$ cat src/rtl/reg_xfer_datapath.sv
// NREGS x WIDTH register datapath with a shared transfer bus.
// Each register is loaded by a debounced one-clock button strobe; the global mode selects the new value.
module reg_xfer_datapath #(
  parameter int unsigned WIDTH     = 4,
  parameter int unsigned NREGS     = 4,
  parameter int unsigned SEL_W     = 2,
  parameter int unsigned DEB_TICKS = 4
) (
  input  logic                   clk,
  input  logic                   rst_n,
  input  logic                   tick,
  input  logic [NREGS-1:0]       btn,
  input  logic [NREGS-1:0]       dir,
  input  logic [1:0]             mode,
  input  logic [SEL_W-1:0]       src_sel,
  input  logic [WIDTH-1:0]       data_in,
  output logic [WIDTH-1:0]       bus,
  output logic [NREGS*WIDTH-1:0] regs_flat,
  output logic [NREGS-1:0]       load_pulse,
  output logic [NREGS-1:0]       wrap_flag,
  output logic [7:0]             load_cnt
);

  localparam int unsigned CNT_W = $clog2(DEB_TICKS + 1);

  localparam logic [1:0] MODE_INCDEC = 2'b00;
  localparam logic [1:0] MODE_BUS    = 2'b01;
  localparam logic [1:0] MODE_CLEAR  = 2'b10;
  localparam logic [1:0] MODE_DATA   = 2'b11;

  typedef enum logic [1:0] {
    RELEASED    = 2'd0,
    PRESS_CHK   = 2'd1,
    PRESSED     = 2'd2,
    RELEASE_CHK = 2'd3
  } deb_state_t;

  logic [NREGS-1:0] sync1_q;
  logic [NREGS-1:0] sync2_q;
  deb_state_t       state_q [NREGS];
  deb_state_t       state_d [NREGS];
  logic [CNT_W-1:0] cnt_q   [NREGS];
  logic [CNT_W-1:0] cnt_d   [NREGS];
  logic [NREGS-1:0] pulse_d;
  logic [WIDTH-1:0] reg_q   [NREGS];
  logic [WIDTH-1:0] reg_d   [NREGS];
  logic [NREGS-1:0] wrap_d;
  logic [7:0]       cnt_add;

  // Two-flop synchronizer for the asynchronous buttons
  always_ff @(posedge clk or negedge rst_n) begin
    if (!rst_n) begin
      sync1_q <= '0;
      sync2_q <= '0;
    end else begin
      sync1_q <= btn;
      sync2_q <= sync1_q;
    end
  end

  // Debounce state registers; the load strobe is registered so it lasts exactly one clock
  always_ff @(posedge clk or negedge rst_n) begin
    if (!rst_n) begin
      for (int i = 0; i < NREGS; i++) begin
        state_q[i] <= RELEASED;
        cnt_q[i]   <= '0;
      end
      load_pulse <= '0;
    end else begin
      for (int i = 0; i < NREGS; i++) begin
        state_q[i] <= state_d[i];
        cnt_q[i]   <= cnt_d[i];
      end
      load_pulse <= pulse_d;
    end
  end

  // Debounce next-state: advances only on tick samples
  always_comb begin
    pulse_d = '0;
    for (int i = 0; i < NREGS; i++) begin
      state_d[i] = state_q[i];
      cnt_d[i]   = cnt_q[i];
      if (tick) begin
        case (state_q[i])
          RELEASED: begin
            if (sync2_q[i]) begin
              state_d[i] = PRESS_CHK;
              cnt_d[i]   = CNT_W'(1);
            end
          end
          PRESS_CHK: begin
            if (sync2_q[i]) begin
              if (CNT_W'(cnt_q[i] + CNT_W'(1)) == CNT_W'(DEB_TICKS)) begin
                state_d[i] = PRESSED;
                cnt_d[i]   = '0;
                pulse_d[i] = 1'b1;
              end else begin
                cnt_d[i] = CNT_W'(cnt_q[i] + CNT_W'(1));
              end
            end else begin
              state_d[i] = RELEASED;
              cnt_d[i]   = '0;
            end
          end
          PRESSED: begin
            if (!sync2_q[i]) begin
              state_d[i] = RELEASE_CHK;
              cnt_d[i]   = CNT_W'(1);
            end
          end
          RELEASE_CHK: begin
            if (!sync2_q[i]) begin
              if (CNT_W'(cnt_q[i] + CNT_W'(1)) == CNT_W'(DEB_TICKS)) begin
                state_d[i] = RELEASED;
                cnt_d[i]   = '0;
              end else begin
                cnt_d[i] = CNT_W'(cnt_q[i] + CNT_W'(1));
              end
            end else begin
              state_d[i] = PRESSED;
              cnt_d[i]   = '0;
            end
          end
          default: begin
            state_d[i] = RELEASED;
            cnt_d[i]   = '0;
          end
        endcase
      end
    end
  end

  // Shared bus: out-of-range source index reads as zero
  always_comb begin
    bus = '0;
    for (int j = 0; j < NREGS; j++) begin
      if (src_sel == SEL_W'(j)) bus = reg_q[j];
    end
  end

  // Next register values, all computed from pre-edge state
  always_comb begin
    cnt_add = '0;
    for (int i = 0; i < NREGS; i++) begin
      reg_d[i]  = reg_q[i];
      wrap_d[i] = wrap_flag[i];
      cnt_add   = cnt_add + 8'(load_pulse[i]);
      if (load_pulse[i]) begin
        case (mode)
          MODE_INCDEC: begin
            if (dir[i]) begin
              reg_d[i] = reg_q[i] - WIDTH'(1);
              if (reg_q[i] == '0) wrap_d[i] = 1'b1;
            end else begin
              reg_d[i] = reg_q[i] + WIDTH'(1);
              if (&reg_q[i]) wrap_d[i] = 1'b1;
            end
          end
          MODE_BUS:   reg_d[i] = bus;
          MODE_CLEAR: begin
            reg_d[i]  = '0;
            wrap_d[i] = 1'b0;
          end
          MODE_DATA:  reg_d[i] = data_in;
          default:    reg_d[i] = reg_q[i];
        endcase
      end
    end
  end

  always_ff @(posedge clk or negedge rst_n) begin
    if (!rst_n) begin
      for (int i = 0; i < NREGS; i++) reg_q[i] <= '0;
      wrap_flag <= '0;
      load_cnt  <= '0;
    end else begin
      for (int i = 0; i < NREGS; i++) reg_q[i] <= reg_d[i];
      wrap_flag <= wrap_d;
      load_cnt  <= load_cnt + cnt_add;
    end
  end

  always_comb begin
    regs_flat = '0;
    for (int i = 0; i < NREGS; i++) regs_flat[i*WIDTH +: WIDTH] = reg_q[i];
  end

endmodule

$ cat config.mk
export PLATFORM = sky130hd
export DESIGN_NAME = reg_xfer_datapath
export DESIGN_NICKNAME = d
export VERILOG_FILES = /design/src/rtl/reg_xfer_datapath.sv
export SDC_FILE = /design/constraint.sdc
export NUM_CORES = 1
export LEC_CHECK = 0
export ABC_AREA = 0
export CAP_MARGIN = 40
export CORE_MARGIN = 4
export CORE_UTILIZATION = 48
export CTS_CLUSTER_SIZE = 30
export DETAILED_ROUTE_END_ITERATION = 7
export GPL_TIMING_DRIVEN = 0
export MAX_ROUTING_LAYER = met4
export PLACE_DENSITY = 0.76
export SLEW_MARGIN = 30
export SYNTH_ARGS = -nofsm -noshare
export SYNTH_HDL_FRONTEND = slang
export SYNTH_SLANG_ARGS = --single-unit
$ cat constraint.sdc
create_clock -name clk -period 2.1 [get_ports clk]
set_input_delay 0.42 -clock clk [delete_from_list [all_inputs] [get_ports clk]]
set_output_delay 0.42 -clock clk [all_outputs]
set_load 0.05 [all_outputs]
==> impl_results.md, run 1 <==
* Ys flop type: dfrtp_1
* Yosys warns at 0
* Crit Path Max Fanout at 3
* CTS buffer count at 9
* Final period utilization at 100.3%
* RSZ-0062 raised after global routing: yes
* Htree depth at 3
* Endpoint class of the critical path: flip-flop
* Final core occ at 62.97%
* Max Slew Vio Count at 0
* Io pins at 55
* Starting DRT DRC Count at 186
* Netlist cell types at 44
* Clock Tree Buf Depth at 2
* Ys async rst share at 100.0%
* Setup violations, final at 1
* Clock Latency Late Sink at 0.33 ns
* Reg2reg path depth at 8
* Worst slew margin at 57.85%
* Pre-antenna DRT Iters at 4
* Drt total wl at 7580 microns
* Final worst path period need at 2.105 ns
* Ant diodes at 0
* Cell Rows at 30
* Total gr overflow at 0
* Post-synth top area cell: dfrtp_1
* Crit path launch type: flip-flop
* Mapped cell area at 0.003347 sq mm
* Number of global-route vias before repair at 2696
* PnR worst setup slack at -0.005482 ns
* Worst Hold Depth at 0
* PwrDens at 1247 mW/mm^2
* Synth area leaders: dfrtp_1 (45%), ha_1 (7.9%), fa_1 (4.2%), mux2i_1 (3.6%), inv_1 (3.5%)
* Pwr Total at 5.336 mW
* Largest net degree at the start of global routing at 37
* Peak VDD IR at 0.5541 mV
* Post-synthesis sequential area ratio at 44.86%
* Die Area at 0.008373 sq mm
* Initial Utilization at 49.26%
* Leak pwr at 1.920 nW
* Clock root buffer master: clkbuf_8
* Die Y-Extent at 91.51 microns
* FF+latch count, synth at 60
* DRC Markers at 0
* Clk pin slew, worst setup/hold paths at 0.07 ns
* Core area at 0.006794 sq mm
* Failing checks: setup timing
* Wirelength per Cell at 15.73 microns
* Final hold vios at 0
* Layout area overhead at 27.81%
* Mapped Cells at 314
* Outcome: finished with violations
* Synth Net Count at 361
* R2R Setup Slk at -0.005 ns
* Placed insts at 463
* Syn avg cell area at 10.66 sq um
* Die Width at 91.51 microns
* Top-count cell post-synth: dfrtp_1
* Detailed-placement wirelength estimate at 5504 microns
* Fmax at 475.0 MHz
* Max Cap Viol at 0
* Req. time, crit path at 2.36 ns
* Synth top area share at 44.86%
* Vias at 2648
* EDFF count, synth at 0
* NumNets Final at 428
* Avg Vias per Cell at 5.494
* Placed Instance Area at 0.004026 sq mm
* Commonest cells post-synth: dfrtp_1 (60), inv_1 (31), a21oi_1 (23)
* CTS tree: yes
* Port Buf Inserts at 52
* First-pass GRT wire length at 12730 microns
* Clock skew at 0.006535 ns
* Post-route ant nets at 0
* Hold Path Class: flip-flop to flip-flop
* Setup tns final at -0.005482 ns
* Worst Path Class, Setup: flip-flop to flip-flop
* Final Instance Area at 0.004278 sq mm
* GRT Overall Usage at 20.01%
* Clk sinks at 60
* Initial antenna violation count at 0
* GPL Wtd Cong at 0.8921
* CP arrival at 2.37 ns
* Share of cells above drive strength 1 at 14.51%
* Slew @ Worst Pin at 0.6299 ns
* Fin cells at 482
critical path, cell delays in order (launching register included):
cell and delay, ns:
dfrtp_2 0.44, fa_1 0.54, inv_1 0.05, fa_2 0.36, inv_2 0.08, fa_2 0.21, nand3_2 0.09, nor2_2 0.12
xor2_1 0.15
where the power goes:
| group | internal (mW) | switching, mW |
|---|---|---|
| Clock | 0.609 | 0.446 |
| Combinational | 0.913 | 1.46 |
| Sequential | 1.47 | 0.437 |
| Total | 2.99 | 2.35 |
layout by cell type (no fill, tap or decap), drive strengths merged, types with 5 or more instances in the layout:
cell	netlist	final
clkbuf	7	20
nand3	16	16
clkdlybuf4s50	0	31
dfrtp	60	60
mux2	6	6
mux2i	12	12
inv	31	31
a31oi	11	11
buf	4	10
fa	7	7
xor2	7	7
ha	21	21
nand2	15	15
o211ai	6	6
o21ai	10	10
a21oi	23	23
and3	5	5
dlymetal6s2s	0	12
xnor2	7	7
nor2	14	14
nand3b	8	8
routing by layer:
layer  vias up  part of all wire (%)  GRT usage (%)  wire, microns
met5         -                     0              -              0
met4         0                   2.2          8.040            164
met3        17                   6.7          5.468            510
met2        79                    49          32.20           3683
met1      1303                    42          23.78           3221
li1       1249                     -              -              -
cells by family (layout without fill, tap and decap cells):
family | count (synthesis) | after routing | share of synthesized area, %
mux | 20 | 20 | 7.065
xor+xnor | 14 | 14 | 3.664
flops | 60 | 60 | 44.86
fa+ha+maj | 28 | 28 | 12.04
simple gates | 82 | 82 | 13.65
compound gates | 68 | 68 | 13.50
buf+inv | 42 | 114 | 5.234
per-stage QoR:
stage          hold slack, ns  setup slack (ns)
2_1_floorplan          0.1244          -0.03669
3_3_place_gp           0.3345            -1.579
5_1_grt                0.3528           -0.1068
3_5_place_dp           0.3379           -0.1991
6_report               0.3511         -0.005482
4_1_cts                0.3519          -0.01178
state kept, by name, summed over array words and instances (netlist names), named ones only:
register	count
regs_flat	16
state_q	4
cnt_q	12
sync1_q	4
wrap_flag	4
load_cnt	8
load_pulse	4
sync2_q	4
final timing paths:
path | start | end
max | load_pulse[1] | load_cnt[6]
min | sync1_q[1] | sync2_q[1]
max reg2reg | load_pulse[1] | load_cnt[6]
min reg2reg | sync1_q[1] | sync2_q[1]
max in group asynchronous | rst_n | load_pulse[0]
min in group asynchronous | rst_n | regs_flat[3]
what timing repair did:
action	in CTS	in global routing
hold buffers	1	0
gates resized for setup	16	21
hold endpoints to repair	24	0
setup buffers	2	0
pin swaps	1	1
endpoints found under the setup margin	10	19
layout make-up:
type	instances	area [sq um]
clock buffers	12	155.1
flip-flops and latches	60	1505
inverters	31	116.4
fillers	569	2516
multi-input cells	212	1699
repair buffers	56	574.3
well taps	96	120.1
clock inverters	4	47.55
plain buffers	11	60.06
(Power assumes the default switching activity.)
==> run 2, diff against run 1 <==
- ABC_CLOCK_PERIOD_IN_PS: default -> 2100
- SLEW_MARGIN: 30 -> default
==> impl_results.md, run 2 (synthesized netlist as in run 1, its figures left out) <==
* Combinational power share at 44.5% (about the same)
* Hold Path Class: input port to async pin (was flip-flop to flip-flop)
* Starting DRT DRC Count at 160 (was 186)
* Clock root buffer master: clkbuf_8 (unchanged)
* Wirelength per Cell at 15.78 microns (was 15.73 microns)
* Crit-path cells: fa_1 > inv_1 > fa_2 > inv_2 > fa_2 > nand3_2 > nor2_2 > xor2_1 (unchanged)
* Crit path launch type: flip-flop (unchanged)
* Req. time, crit path at 2.36 ns (about the same)
* Share of cells above drive strength 1 at 14.81% (was 14.51%)
* Htree depth at 3 (unchanged)
* Critical path's slowest cell: fa_1 (unchanged)
* Cell Rows at 30 (unchanged)
* CTS tree: yes (unchanged)
* Outcome: finished with violations (unchanged)
* Int Pwr at 2.982 mW (was 2.990 mW)
* Layout area overhead at 27.48% (was 27.81%)
* Initial antenna violation count at 0 (unchanged)
* Peak VDD IR at 0.5737 mV (was 0.5541 mV)
* Post-route ant nets at 0 (unchanged)
* Number of global-route vias before repair at 2705 (was 2696)
* Max FFs per register at 16 (unchanged)
* Place WS at -0.1960 ns (was -0.1991 ns)
* Io pins at 55 (unchanged)
* Final period utilization at 100.3% (about the same)
* Clock power share at 19.9% (was 19.8%)
* Clock Tree Buf Depth at 2 (unchanged)
* Sw frac at 44.05% (was 43.97%)
* Buffers and inverters on the worst path at 2 (unchanged)
* Power share of the sequential group at 35.6% (was 35.7%)
* Switching power at 2.348 mW (was 2.346 mW)
* Clock skew at 0.007333 ns (was 0.006535 ns)
* Critical path's largest stage delay at 0.54 ns (about the same)
* Die Width at 91.51 microns (unchanged)
* CP arrival at 2.37 ns (about the same)
* Drt total wl at 7591 microns (was 7580 microns)
* Setup tns final at -0.006260 ns (was -0.005482 ns)
* Die Y-Extent at 91.51 microns (unchanged)
* Detailed-placement wirelength estimate at 5519 microns (was 5504 microns)
* Setup violations, final at 1 (unchanged)
* First-pass GRT wire length at 12790 microns (was 12730 microns)
* Failing checks: setup timing (unchanged)
* Most common cell after layout, fill and taps aside: dfrtp_1 (unchanged)
* GPL Wtd Cong at 0.8921 (unchanged)
* CP top delay family: adder cells (unchanged)
* Slew @ Worst Pin at 0.6718 ns (was 0.6299 ns)
* GRT Overall Usage at 19.99% (was 20.01%)
* Max Cap Viol at 0 (unchanged)
* Initial Utilization at 49.26% (unchanged)
* PwrDens at 1249 mW/mm^2 (was 1247 mW/mm^2)
* Pwr Total at 5.330 mW (was 5.336 mW)
* Die Area at 0.008373 sq mm (unchanged)
* DRC Markers at 0 (unchanged)
* Endpoint class of the critical path: flip-flop (unchanged)
* CTS buffer count at 9 (unchanged)
* Final worst path period need at 2.106 ns (was 2.105 ns)
* Max Slew Vio Count at 0 (unchanged)
* Final hold vios at 0 (unchanged)
* Clock Latency Late Sink at 0.34 ns (was 0.33 ns)
* Clk sinks at 60 (unchanged)
* Final core occ at 62.80% (was 62.97%)
* Crit Path Max Fanout at 3 (unchanged)
* Hold Slack at 0.07098 ns (was 0.3511 ns)
* Avg Vias per Cell at 5.503 (was 5.494)
* Clk pin slew, worst setup/hold paths at 0.07 ns (about the same)
* NumNets Final at 427 (was 428)
* Total gr overflow at 0 (unchanged)
* Fmax at 474.8 MHz (was 475.0 MHz)
* Core area at 0.006794 sq mm (unchanged)
* Largest net degree at the start of global routing at 37 (unchanged)
* Most frequent cell on the critical path: fa_2 (unchanged)
* Worst slew margin at 55.05% (was 57.85%)
* Port Buf Inserts at 52 (unchanged)
* Vias at 2647 (was 2648)
* Ant diodes at 0 (unchanged)
* Worst Path Class, Setup: flip-flop to flip-flop (unchanged)
* RSZ-0062 raised after global routing: yes (unchanged)
* Most frequent cells in the layout: dfrtp_1 (57), inv_1 (30), clkdlybuf4s50_1 (30), a21oi_1 (23), ha_1 (21) (was dfrtp_1 (57), clkdlybuf4s50_1 (31), inv_1 (30), a21oi_1 (23), ha_1 (21))
* Pre-antenna DRT Iters at 4 (unchanged)
* Leak pwr at 1.921 nW (was 1.920 nW)
* PnR worst setup slack at -0.006260 ns (was -0.005482 ns)
* Post-CTS Hold Buffers at 0 (was 1)
==> run 2: changes by cell type in the layout (fill, tap and decap cells not counted), sizes merged <==
cell / before / now
dlygate4sd2: 4 / 5
dlygate4sd3: 1 / 0
clkdlybuf4s50: 31 / 30
==> run 2: path summary, 6_finish.rpt <==
| path | startpoint | slack [ns] | cells after the start | endpoint |
|---|---|---|---|---|
| min reg2reg | sync1_q[1] | 0.35 | 0 | sync2_q[1] |
| min | rst_n | 0.07 | 1 | regs_flat[3] |
| min in group clk | sync1_q[1] | 0.35 | 0 | sync2_q[1] |
| max | load_pulse[1] | -0.006 | 8 | load_cnt[6] |
| max reg2reg | load_pulse[1] | -0.006 | 8 | load_cnt[6] |
| max in group asynchronous | rst_n | 1.42 | 2 | load_pulse[3] |
==> run 2: through the flow <==
step                      instances  instance area (sq um)
after detailed placement        463                   4024
after CTS                       481                   4242
after global placement          462                   4009
final                           481                   4267
after floorplan                 314                   3368
after global routing            481                   4267
==> run 2: power groups by stage <==
stage               registers [mW]  logic (mW)  clock network [mW]
floorplan                     2.38        1.15                   0
global placement              1.90        2.36                   0
detailed placement            1.92        2.43                   0
CTS                           1.90        2.40                1.08
global route                  1.96        2.59                1.14
finish                        1.90        2.37                1.06
==> run 2: timing repair <==
| action | in CTS | in global routing |
|---|---|---|
| setup buffers | 2 | 0 |
| resized for setup | 17 | 22 |
| hold endpoints to repair | 0 | 0 |
| pin swaps | 1 | 2 |
| setup endpoints to repair | 11 | 18 |
==> run 2: cell type report <==
cell class              instances  area, sq um
multi-input cells             212         1702
fillers                       571         2527
inverters                      31        116.4
well taps                      96        120.1
flip-flops and latches         60         1505
plain buffers                  11        60.06
repair buffers                 55        560.5
clock buffers                  12        155.1
clock inverters                 4        47.55
==> run 2: per-layer routing <==
layer / up-vias / share of wire, % / track usage (%) / wire [microns]
li1: 1248 / - / - / -
met1: 1293 / 43 / 23.90 / 3254
met2: 89 / 48 / 31.83 / 3674
met3: 17 / 7.0 / 5.551 / 535
met4: 0 / 1.7 / 8.291 / 127
met5: - / 0 / - / 0
==> run 3, diff against run 2 <==
- ABC_AREA: 0 -> default
- CORE_UTILIZATION: 48 -> 40
- PLACE_DENSITY: 0.76 -> 0.65
- SLEW_MARGIN: default -> 30
==> impl_results.md, run 3 (synthesized netlist as in run 1, its figures left out) <==
* Clk sinks at 60 (unchanged)
* Setup tns final at 0 ns (was -0.006260 ns)
* Die Y-Extent at 99.48 microns (was 91.51 microns)
* Clock root buffer master: clkbuf_8 (unchanged)
* GPL Wtd Cong at 0.8404 (was 0.8921)
* Max Slew Vio Count at 0 (unchanged)
* DRC Markers at 0 (unchanged)
* Die Width at 99.48 microns (was 91.51 microns)
* Placed insts at 472 (was 463)
* CP arrival at 2.33 ns (was 2.37 ns)
* Met1 GRT Util at 21.83% (was 23.90%)
* Number of global-route vias before repair at 2615 (was 2705)
* Port Buf Inserts at 52 (unchanged)
* CTS buffer count at 9 (unchanged)
* Fillers at 753 (was 571)
* Most common cell after layout, fill and taps aside: dfrtp_1 (unchanged)
* Clk pin slew, worst setup/hold paths at 0.06 ns (was 0.07 ns)
* Pre-antenna DRT Iters at 4 (unchanged)
* PnR worst setup slack at 0.03231 ns (was -0.006260 ns)
* Slew @ Worst Pin at 0.6853 ns (was 0.6718 ns)
* Initial Utilization at 40.94% (was 49.26%)
* Worst Setup SP: load_pulse[1] (unchanged)
* Fmax at 483.6 MHz (was 474.8 MHz)
* GR Util met2 at 27.12% (was 31.83%)
* Worst slew margin at 54.15% (was 55.05%)
* Place WS at -0.2343 ns (was -0.1960 ns)
* CTS tree: yes (unchanged)
* Crit Path Max Fanout at 3 (unchanged)
* Post-route ant nets at 0 (unchanged)
* Worst hold start: sync1_q[1]
* Fin cells at 490 (was 481)
* Ant diodes at 0 (unchanged)
* Max FFs per register at 16 (unchanged)
* Drt total wl at 7874 microns (was 7591 microns)
* Share of cells above drive strength 1 at 14.29% (was 14.81%)
* Most frequent cells in the layout: dfrtp_1 (57), inv_1 (30), clkdlybuf4s50_1 (30), a21oi_1 (23), ha_1 (21) (unchanged)
* Total gr overflow at 0 (unchanged)
* Cell Rows at 33 (was 30)
* Outcome: finished, final reports clean (was finished with violations)
* Htree depth at 3 (unchanged)
* RR Startpoint: load_pulse[1] (unchanged)
* Detailed-placement wirelength estimate at 5677 microns (was 5519 microns)
* Avg Vias per Cell at 5.390 (was 5.503)
* Gr busiest metal: met2 (unchanged)
* Largest net degree at the start of global routing at 51 (was 37)
* Clock Tree Buf Depth at 2 (unchanged)
* Hold Slack at 0.3482 ns (was 0.07098 ns)
* Final worst path period need at 2.068 ns (was 2.106 ns)
* M3 GR Usage at 4.067% (was 5.551%)
* Combined area of the multi-input logic cells at 0.001699 sq mm (was 0.001702 sq mm)
* Max Cap Viol at 0 (unchanged)
* Leak pwr at 1.886 nW (was 1.921 nW)
* Die Area at 0.009895 sq mm (was 0.008373 sq mm)
* Req. time, crit path at 2.36 ns (about the same)
* Setup violations, final at 0 (was 1)
* PwrDens at 1246 mW/mm^2 (was 1249 mW/mm^2)
* Clock Latency Late Sink at 0.34 ns (about the same)
* RSZ-0062 raised after global routing: yes (unchanged)
* Initial antenna violation count at 0 (unchanged)
* First-pass GRT wire length at 12940 microns (was 12790 microns)
* Final hold vios at 0 (unchanged)
* Starting DRT DRC Count at 99 (was 160)
* Hold Path Class: flip-flop to flip-flop (was input port to async pin)
* Wirelength per Cell at 16.07 microns (was 15.78 microns)
* NumNets Final at 427 (unchanged)
* GRT Overall Usage at 17.12% (was 19.99%)
* Clock skew at 0.009843 ns (was 0.007333 ns)
* Layout area overhead at 27.70% (was 27.48%)
* Worst Path Class, Setup: flip-flop to flip-flop (unchanged)
* Peak VDD IR at 0.4912 mV (was 0.5737 mV)
* FF+latch area at 0.001505 sq mm (unchanged)
* Core area at 0.008175 sq mm (was 0.006794 sq mm)
* Endpoint class of the critical path: flip-flop (unchanged)
* Pwr Total at 5.326 mW (was 5.330 mW)
* Final period utilization at 98.46% (was 100.3%)
* Io pins at 55 (unchanged)
* Vias at 2641 (was 2647)
* Crit path launch type: flip-flop (unchanged)
-- run 3: changes by cell type in the layout (fill, tap and decap cells not counted) --
| cell | previous run | this run |
|---|---|---|
| dlygate4sd2_1 | 5 | 7 |
| nor2_2 | 2 | 1 |
| nor2_1 | 12 | 13 |
| buf_16 | 0 | 1 |
| dlygate4sd3_1 | 0 | 1 |
| clkbuf_2 | 2 | 1 |
| buf_4 | 2 | 3 |
| dlymetal6s2s_1 | 12 | 9 |
| clkbuf_1 | 7 | 8 |
| buf_2 | 5 | 4 |
| buf_12 | 1 | 0 |
-- run 3: final cells by class --
cell class / count / share of cell area (%)
inverters: 31 / 2.722
clock inverters: 4 / 1.112
clock buffers: 12 / 3.630
flip-flops and latches: 60 / 35.22
plain buffers: 11 / 1.376
well taps: 105 / 3.074
repair buffers: 55 / 13.11
multi-input cells: 212 / 39.75
-- run 3: worst max-delay path: stages, from the launching register on --
cell and delay, ns:
dfrtp_2 0.44, fa_1 0.54, inv_1 0.05, fa_2 0.35
inv_2 0.07, fa_2 0.21, nand3_2 0.09, nor2_2 0.10
xor2_1 0.15
-- run 3: where the power goes --
group	internal, mW	total, mW	switching (mW)	leakage [nW]
Sequential	1.47	1.91	0.441	0.726
Clock	0.609	1.07	0.461	0.102
Combinational	0.893	2.35	1.45	1.06
-- run 3: per-stage QoR --
stage / utilization (%) / area, sq um
detailed placement: 49.48 / 4045
global route: 52.28 / 4274
finish: 52.28 / 4274
floorplan: - / 3368
CTS: 52.08 / 4258
global placement: 49.17 / 4020
-- run 3: final timing paths --
check                                endpoint  slack [ns]  depth (start not counted)
worst max-delay path              load_cnt[6]        0.03                          8
worst min-delay path               sync2_q[1]        0.35                          0
worst max register to register    load_cnt[6]        0.03                          8
worst min register to register     sync2_q[1]        0.35                          0
max in group asynchronous       load_pulse[1]        1.12                          3
min in group asynchronous        regs_flat[3]        0.46                          2
-- run 3: per-layer routing --
| metal | vias up | wire length (microns) |
|---|---|---|
| met4 | 0 | 116 |
| met1 | 1293 | 3506 |
| met5 | - | 0 |
| met3 | 12 | 543 |
| met2 | 81 | 3707 |
| li1 | 1255 | - |
-- run 3: timing repair --
item	CTS	global route
endpoints found under the setup margin	13	13
hold buffers	1	0
pin swaps	2	2
gates resized for setup	23	13
buffers inserted	0	1
hold endpoints to repair	10	0
